===== config.mk =====
export PLATFORM = sky130hd
export DESIGN_NAME = bar_move_scheduler
export DESIGN_NICKNAME = d
export VERILOG_FILES = /design/src/rtl/bar_move_scheduler.sv
export SDC_FILE = /design/constraint.sdc
export NUM_CORES = 1
export LEC_CHECK = 0
export BUFFER_PORTS_ARGS = -buffer_cell sky130_fd_sc_hd__buf_2
export CORE_UTILIZATION = 33
export DETAILED_ROUTE_END_ITERATION = 10
export SETUP_SLACK_MARGIN = 0.02
export SLEW_MARGIN = 20
export SYNTH_ARGS = -nofsm -noshare
export SYNTH_HDL_FRONTEND = slang
export SYNTH_SLANG_ARGS = --single-unit

===== constraint.sdc =====
create_clock -name clk -period 2.4 [get_ports clk]
set_clock_uncertainty 0.15 [all_clocks]
set_input_delay 0.48 -clock clk [delete_from_list [all_inputs] [get_ports clk]]
set_output_delay 0.48 -clock clk [all_outputs]
set_load 0.03 [all_outputs]

===== src/rtl/bar_move_scheduler.sv =====
// bar_move_scheduler: tracks held bar keys from PS/2 make/break events and
// issues one move step per handshake, round-robin between the two bars,
// once per frame tick.
// Optional build macro HOLD_TIMEOUT_EN: held keys self-clear after HOLD_TO
// ticks without a fresh make code.
module bar_move_scheduler #(
    parameter int unsigned TICK_DIV = 833333,
    parameter int unsigned CNT_W    = 20,
    parameter logic [7:0]  L_UP     = 8'h1D,
    parameter logic [7:0]  L_DN     = 8'h1B,
    parameter logic [7:0]  L_LT     = 8'h1C,
    parameter logic [7:0]  L_RT     = 8'h23,
    parameter logic [7:0]  R_UP     = 8'd146,
    parameter logic [7:0]  R_DN     = 8'd147,
    parameter logic [7:0]  R_LT     = 8'd145,
    parameter logic [7:0]  R_RT     = 8'd144,
    parameter int unsigned HOLD_TO  = 6
) (
    input  logic       clk,
    input  logic       rst,
    input  logic       code_valid,
    input  logic [7:0] scancode,
    input  logic       released,
    output logic       upd_valid,
    input  logic       upd_ready,
    output logic       upd_player,
    output logic [1:0] upd_dir,
    output logic [3:0] held_l,
    output logic [3:0] held_r,
    output logic       overrun
);

    typedef enum logic {S_IDLE, S_ISSUE} state_t;

    state_t           r_state, w_state_nxt;
    logic [CNT_W-1:0] r_cnt;
    logic             w_tick;
    logic [7:0]       r_held;
    logic [7:0]       w_hit;
    logic [3:0]       r_pend_l, r_pend_r;
    logic [3:0]       w_snap_l, w_snap_r;
    logic             r_rr, r_overrun;
    logic             w_sel;
    logic [3:0]       w_sel_mask, w_sel_onehot;
    logic [1:0]       w_sel_dir;
    logic [3:0]       w_clr_l, w_clr_r;
    logic             w_accept, w_last;

    // Opposing directions cancel as pairs: up/down and left/right.
    function automatic logic [3:0] cancel_pairs(input logic [3:0] m);
        return m & ~{{2{m[3] & m[2]}}, {2{m[1] & m[0]}}};
    endfunction

    assign w_tick = (r_cnt == CNT_W'(TICK_DIV - 1));

    // Free-running move tick divider, wraps at TICK_DIV-1.
    always_ff @(posedge clk or posedge rst) begin
        if (rst) r_cnt <= '0;
        else     r_cnt <= w_tick ? '0 : r_cnt + 1'b1;
    end

    // Held bitmap layout: [7:4] left bar, [3:0] right bar, each {up,down,left,right}.
    assign w_hit = {8{code_valid}} & {scancode == L_UP, scancode == L_DN,
                                      scancode == L_LT, scancode == L_RT,
                                      scancode == R_UP, scancode == R_DN,
                                      scancode == R_LT, scancode == R_RT};

`ifdef HOLD_TIMEOUT_EN
    localparam int unsigned AGE_W = $clog2(HOLD_TO + 1);

    logic [AGE_W-1:0] r_age [8];

    // Make/break events set/clear held bits; each tick ages set bits and drops stale ones.
    always_ff @(posedge clk or posedge rst) begin
        if (rst) begin
            r_held <= '0;
            for (int i = 0; i < 8; i++) r_age[i] <= '0;
        end else begin
            for (int i = 0; i < 8; i++) begin
                if (w_hit[i]) begin
                    r_held[i] <= ~released;
                    r_age[i]  <= '0;
                end else if (w_tick && r_held[i]) begin
                    if (r_age[i] == AGE_W'(HOLD_TO - 1)) begin
                        r_held[i] <= 1'b0;
                        r_age[i]  <= '0;
                    end else begin
                        r_age[i]  <= r_age[i] + 1'b1;
                    end
                end
            end
        end
    end
`else
    // Make/break events set/clear held bits; nothing else touches them.
    always_ff @(posedge clk or posedge rst) begin
        if (rst) r_held <= '0;
        else     r_held <= (r_held & ~w_hit) | (w_hit & {8{~released}});
    end
`endif

    assign held_l   = r_held[7:4];
    assign held_r   = r_held[3:0];
    assign w_snap_l = cancel_pairs(r_held[7:4]);
    assign w_snap_r = cancel_pairs(r_held[3:0]);

    // Round-robin bar choice falls to the other bar when the favoured one has nothing left.
    assign w_sel        = (r_rr ? (r_pend_r != 4'd0) : (r_pend_l != 4'd0)) ? r_rr : ~r_rr;
    assign w_sel_mask   = w_sel ? r_pend_r : r_pend_l;
    assign w_sel_dir    = w_sel_mask[3] ? 2'd0 : w_sel_mask[2] ? 2'd1 : w_sel_mask[1] ? 2'd2 : 2'd3;
    assign w_sel_onehot = 4'b1000 >> w_sel_dir;
    assign w_clr_l      = w_sel ? 4'd0 : w_sel_onehot;
    assign w_clr_r      = w_sel ? w_sel_onehot : 4'd0;
    assign w_accept     = (r_state == S_ISSUE) && upd_ready;
    assign w_last       = ((r_pend_l & ~w_clr_l) | (r_pend_r & ~w_clr_r)) == 4'd0;

    // FSM state register.
    always_ff @(posedge clk or posedge rst) begin
        if (rst) r_state <= S_IDLE;
        else     r_state <= w_state_nxt;
    end

    // FSM next state: start a burst on a tick with work, end it on the final accept.
    always_comb begin
        w_state_nxt = r_state;
        if (r_state == S_IDLE) w_state_nxt = (w_tick && (w_snap_l | w_snap_r) != 4'd0) ? S_ISSUE : S_IDLE;
        else                   w_state_nxt = (w_accept && w_last) ? S_IDLE : S_ISSUE;
    end

    // FSM outputs: the request fields are forced to zero whenever no request is offered.
    always_comb begin
        upd_valid  = (r_state == S_ISSUE);
        upd_player = upd_valid & w_sel;
        upd_dir    = upd_valid ? w_sel_dir : 2'd0;
    end

    // Pending snapshot, round-robin pointer and sticky overrun flag.
    always_ff @(posedge clk or posedge rst) begin
        if (rst) begin
            r_pend_l  <= '0;
            r_pend_r  <= '0;
            r_rr      <= 1'b0;
            r_overrun <= 1'b0;
        end else begin
            if (r_state == S_IDLE && w_tick) begin
                r_pend_l <= w_snap_l;
                r_pend_r <= w_snap_r;
            end else if (w_accept) begin
                r_pend_l <= r_pend_l & ~w_clr_l;
                r_pend_r <= r_pend_r & ~w_clr_r;
                r_rr     <= ~w_sel;
            end
            if (r_state == S_ISSUE && w_tick) r_overrun <= 1'b1;
        end
    end

    assign overrun = r_overrun;

endmodule


==> qor.csv, run 1 <==
metric,value,unit
ys.flop_type,dfrtp_1,
synth_area,2100,µm²
tightest_slew,566,ps
ir_drop,0.000299,V
grt_pass1_wl,7400,µm
viasPerCell,5.11,
violations,setup timing,
synthArstFlopShare,100,%
combPwrFrac,35.4,%
cp.required,1770,ps
htreeDepth,2,
cts_root_buffer,clkbuf_8,
yosysWarnings,0,
syn_avg_cell_area,9.81,µm²
power.density,741,nW/µm²
cp_max_fo,6,
max_freq,415,MHz
arrival,1780,ps
hold_path_class,in -> async,
p_sw_share,33.5,%
fin_crit_sh,100,%
avgRoutedWirePerCell,12.7,µm
antenna_left,0,
cts_max_path_buffers,2,
num_antenna_cells,0,
internal-power,1.20,mW
yosys_register_bits,39,
p_seq_share,42.8,%
gp_congestion,0.780,
die_w,81.8,µm
switchingPower,0.606,mW
ios,26,
period_minus_slack,2410,ps
synth_edf_count,0,
antenna_found_initial,0,
ys_seq_area_share,46.5,%
drt-pass1-iter-count,4,
setup.worst_path.start_class,flip-flop,
netlist_instances,214,
cts_hold_buffers,0,
syn_nets,229,
outcome,"finished, violations left",
maxSlewHeadroom,62.2,%
first_iter_violations,114,
grt_max_degree,40,
drive_gt1_share,20.6,%
drc,0,
coreArea,6030,µm²
cp-end-kind,output port,
numCtsBuffers,5,
worst_slack,-7.54,ps
critPathKind,reg -> out,
cts_tree,yes,
num_rows,28,
p_clk_share,21.8,%
crit_chain,"or3_4, o31ai_4, nand2_1, a21boi_1, buf_4",
vias,1652,
p_leak,1.08,nW
nNetsFinal,264,
drt-total-wl,4110,µm
hold_violations,0,
fin_util,40.5,%
cts_sinks,39,
num-fill-cells,612,
max-cap-violations,0,
initial_core_util,34.8,%
grt_usage,14.7,%
critPathMaxStageDelay,410,ps
dp_hpwl,3000,µm
rsz0062_at_grt,true,
overflow,0,
dp_slack,219,ps
synth.distinct_cells,47,
grt_pass1_vias,1556,
clkSlewWorstSetupHoldPaths,70,ps
holdWs,153,ps
setup_violations,1,
p_total,1.81,mW
clock_latency,280,ps
slew_violations,0,
fp.dieH,81.8,µm
io_buffers,25,
die_area,6690,µm²
cp_slowest_cell,or3_4,
syn_to_final_growth,16.2,%
[power by group through the flow]
stage / logic, mW / registers (mW) / clock network (mW)
detailed placement: 0.584 / 0.792 / 0
CTS: 0.619 / 0.773 / 0.411
global route: 0.705 / 0.781 / 0.452
floorplan: 0.421 / 0.802 / 0
finish: 0.639 / 0.774 / 0.394
global placement: 0.576 / 0.790 / 0
[kinds of logic after synthesis]
family                   count (synthesis)  share of synthesized area (%)
multiplexers                             4                           1.91
XOR/XNOR                                19                           7.93
adder cells (fa/ha/maj)                  2                           1.19
AO/OA/AOI/OAI                           35                           13.1
AND/OR/NAND/NOR                         98                           25.3
flip-flops                              39                           46.5
buffers and inverters                   17                           4.17
[metrics by stage]
step | instances | setup TNS [ps] | instance area (µm²)
after floorplan | 214 | 0 | 2100
after global placement | 314 | 0 | 2320
final | 323 | -7.54 | 2440
after global routing | 323 | -272 | 2440
after detailed placement | 314 | 0 | 2320
after CTS | 321 | -85.8 | 2410
[timing repair]
item                       in CTS  in global routing
gates cloned                    0                  0
pin swaps                       3                  2
setup endpoints to repair       3                  3
resized for setup               4                  3
setup buffers                   1                  2
[worst max-delay path, delay by kind of cell (launching register included)]
family	cells	cell delay, ps
flops	1	390
simple gates	2	500
buf+inv	1	180
compound gates	2	430
[layout make-up]
cell class | instances | area, µm² | share of cell area, %
Tap cell | 75 | 93.8 | 3.85
Sequential cell | 39 | 977 | 40.1
Timing Repair Buffer | 35 | 215 | 8.82
Inverter | 10 | 37.5 | 1.54
Multi-Input combinational cell | 158 | 1040 | 42.8
Clock buffer | 6 | 72.6 | 2.97
[layer usage]
layer  GRT usage [%]  vias to the layer above  wire length (µm)
met2            21.1                       36              1790
met3            4.44                        4               154
li1                -                      830                 -
met4            5.44                        0                55
met1            20.6                      782              2110
met5               0                        -                 0
[path summary, 6_finish.rpt]
check | slack [ps] | from | to | cells past startpoint
hold reg to reg | 300 | overrun$_DFFE_PP0P_ | overrun$_DFFE_PP0P_ | 1
hold / removal | 150 | rst | r_cnt[1]$_DFF_PP0_ | 3
setup / recovery | -8 | r_rr$_DFFE_PP0P_ | upd_dir[1] | 5
min in group clk | 260 | scancode[5] | flip-flop | 2
max in group asynchronous | 1590 | rst | r_pend_r[2]$_DFFE_PP0P_ | 3
setup reg to reg | 230 | r_cnt[0]$_DFF_PP0_ | r_pend_r[0]$_DFFE_PP0P_ | 7
[layout by cell type, fill, tap and decap left out, types with 5 or more instances in the layout]
master,instances
a21oi_1,8
buf_2,22
buf_4,11
clkbuf_8,5
dfrtp_1,38
inv_1,10
nand2_1,12
nand3_1,17
nand4_1,8
nor2_1,25
o21ai_1,5
xnor2_1,14
xor2_1,5
[cell usage after synthesis, types with 5 or more instances]
| master | n | share of area (%) |
|---|---|---|
| nor2b_1 | 5 | 1.5 |
| nor2_1 | 25 | 4.5 |
| nand3_1 | 17 | 4.1 |
| xor2_1 | 5 | 2.1 |
| dfrtp_1 | 39 | 46 |
| nand2_1 | 12 | 2.1 |
| a21oi_1 | 8 | 1.9 |
| inv_1 | 10 | 1.8 |
| o21ai_1 | 5 | 1.2 |
| xnor2_1 | 14 | 5.8 |
| nand4_1 | 8 | 2.4 |
No activity file was read; power rests on OpenSTA's default activity.
==> inputs of run 2 (changes only) <==
- CELL_PAD_IN_SITES_DETAIL_PLACEMENT: unset -> 1
- CELL_PAD_IN_SITES_GLOBAL_PLACEMENT: unset -> 1
- PLACE_DENSITY_LB_ADDON: unset -> 0.25
==> qor.csv, run 2 (synthesis results as in run 1) <==
metric,value,unit
place_inst,313,
p_clk_share,24.9,%
drt-pass1-iter-count,4,
p_leak,1.10,nW
cts_sinks,39,
avgRoutedWirePerCell,14.5,µm
tightest_slew,567,ps
antenna_left,0,
critPathMaxStageDelay,460,ps
max-cap-violations,0,
htreeDepth,2,
reg2reg_depth,8,
regArea,977,µm²
ir_drop,0.000410,V
hold_violations,0,
final_common_cell,dfrtp_1,
switchingPower,0.655,mW
holdWs,146,ps
critPathLaunch,r_pend_r[1]$_DFFE_PP0P_,
grt_usage,16.3,%
setup.worst_path.start_class,flip-flop,
maxSlewHeadroom,62.2,%
overflow,0,
cp-end-kind,output port,
crit_chain,"o41ai_4, o31ai_4, nor3_2, a21oi_1, nor2b_2, buf_6",
coreArea,6030,µm²
syn_to_final_growth,17.8,%
p_total,1.96,mW
power.density,792,nW/µm²
max_freq,409,MHz
combPwrFrac,35.5,%
setup_violations,2,
viasPerCell,5.13,
cp_slowest_cell,o41ai_4,
dp_slack,154,ps
slew_violations,0,
clkSlewWorstSetupHoldPaths,70,ps
initial_core_util,34.8,%
rrSetupSlack,130,ps
critPathKind,reg -> out,
postPlaceCellArea,2320,µm²
drive_gt1_share,21.6,%
first_iter_violations,63,
cp_max_fo,5,
worst_slack,-42.7,ps
num_rows,28,
internal-power,1.30,mW
grt_pass1_wl,8270,µm
outcome,"finished, violations left",
rsz0062_at_grt,true,
arrival,1810,ps
fin_cells,325,
grt_max_degree,40,
hold_path_class,in -> async,
antenna_found_initial,0,
cts_max_path_buffers,2,
fin_crit_sh,102,%
violations,setup timing,
drc,0,
fin_util,41.0,%
final_cell_mix,"38 x dfrtp_1, 25 x nor2_1, 22 x buf_2",
cts_tree,yes,
num-fill-cells,726,
period_minus_slack,2440,ps
vias,1667,
die_area,6690,µm²
num_antenna_cells,0,
clock_latency,290,ps
cts_hold_buffers,0,
nNetsFinal,264,
drt-total-wl,4710,µm
cp.required,1770,ps
gp_congestion,0.751,
io_buffers,25,
r2r-end,r_pend_l[2]$_DFFE_PP0P_,
p_seq_share,39.6,%
tns,-57.1,ps
reg2reg_from,r_pend_r[1]$_DFFE_PP0P_,
multi_input_area,1050,µm²
fin_area,2470,µm²
dp_hpwl,3410,µm
fp.dieH,81.8,µm
grt_pass1_vias,1746,
p_sw_share,33.4,%
numCtsBuffers,5,
die_w,81.8,µm
ios,26,
cts_root_buffer,clkbuf_8,
==> run 2: changes by cell type in the layout (fill, tap and decap cells not counted), sizes merged <==
cell    before  now
clkbuf       6    8
==> run 2: what timing repair did <==
action	CTS	global route
buffers inserted	2	2
pin swaps	3	4
setup endpoints to repair	3	3
gates resized for setup	4	4
==> run 2: how the worst max path moves through the flow <==
| stage | to | slack, ps |
|---|---|---|
| final | upd_dir[0] | -40 |
| after global placement | upd_dir[0] | 230 |
| after floorplan | upd_dir[1] | 30 |
| after detailed placement | upd_dir[0] | 150 |
| after global routing | upd_dir[0] | -150 |
| after CTS | upd_dir[0] | -70 |
==> run 2: critical path: cells and delay by family (launching register included) <==
kind	cells	cell delay (ps)
buffers and inverters	1	130
AOI/OAI and AO/OA	3	710
DFF	1	410
and+or+nand+nor	2	280
==> run 2: final cells by class <==
cell class,instances,area share (%)
Multi-Input combinational cell,158,42.4
Tap cell,75,3.80
Inverter,10,1.52
Timing Repair Buffer,35,8.70
Clock buffer,8,4.05
Sequential cell,39,39.5
==> run 2: routing by layer <==
metal	up-vias	track usage (%)	wire, µm
met5	-	0	0
li1	826	-	-
met1	806	22.4	2320
met3	6	3.33	137
met2	29	25.5	2190
met4	0	5.26	63
==> run 2: power groups by stage <==
stage	registers, mW	clock network, mW	logic, mW
6_report	0.775	0.488	0.695
5_1_grt	0.784	0.531	0.776
4_1_cts	0.775	0.509	0.630
3_5_place_dp	0.794	0	0.568
3_3_place_gp	0.792	0	0.556
2_1_floorplan	0.802	0	0.421
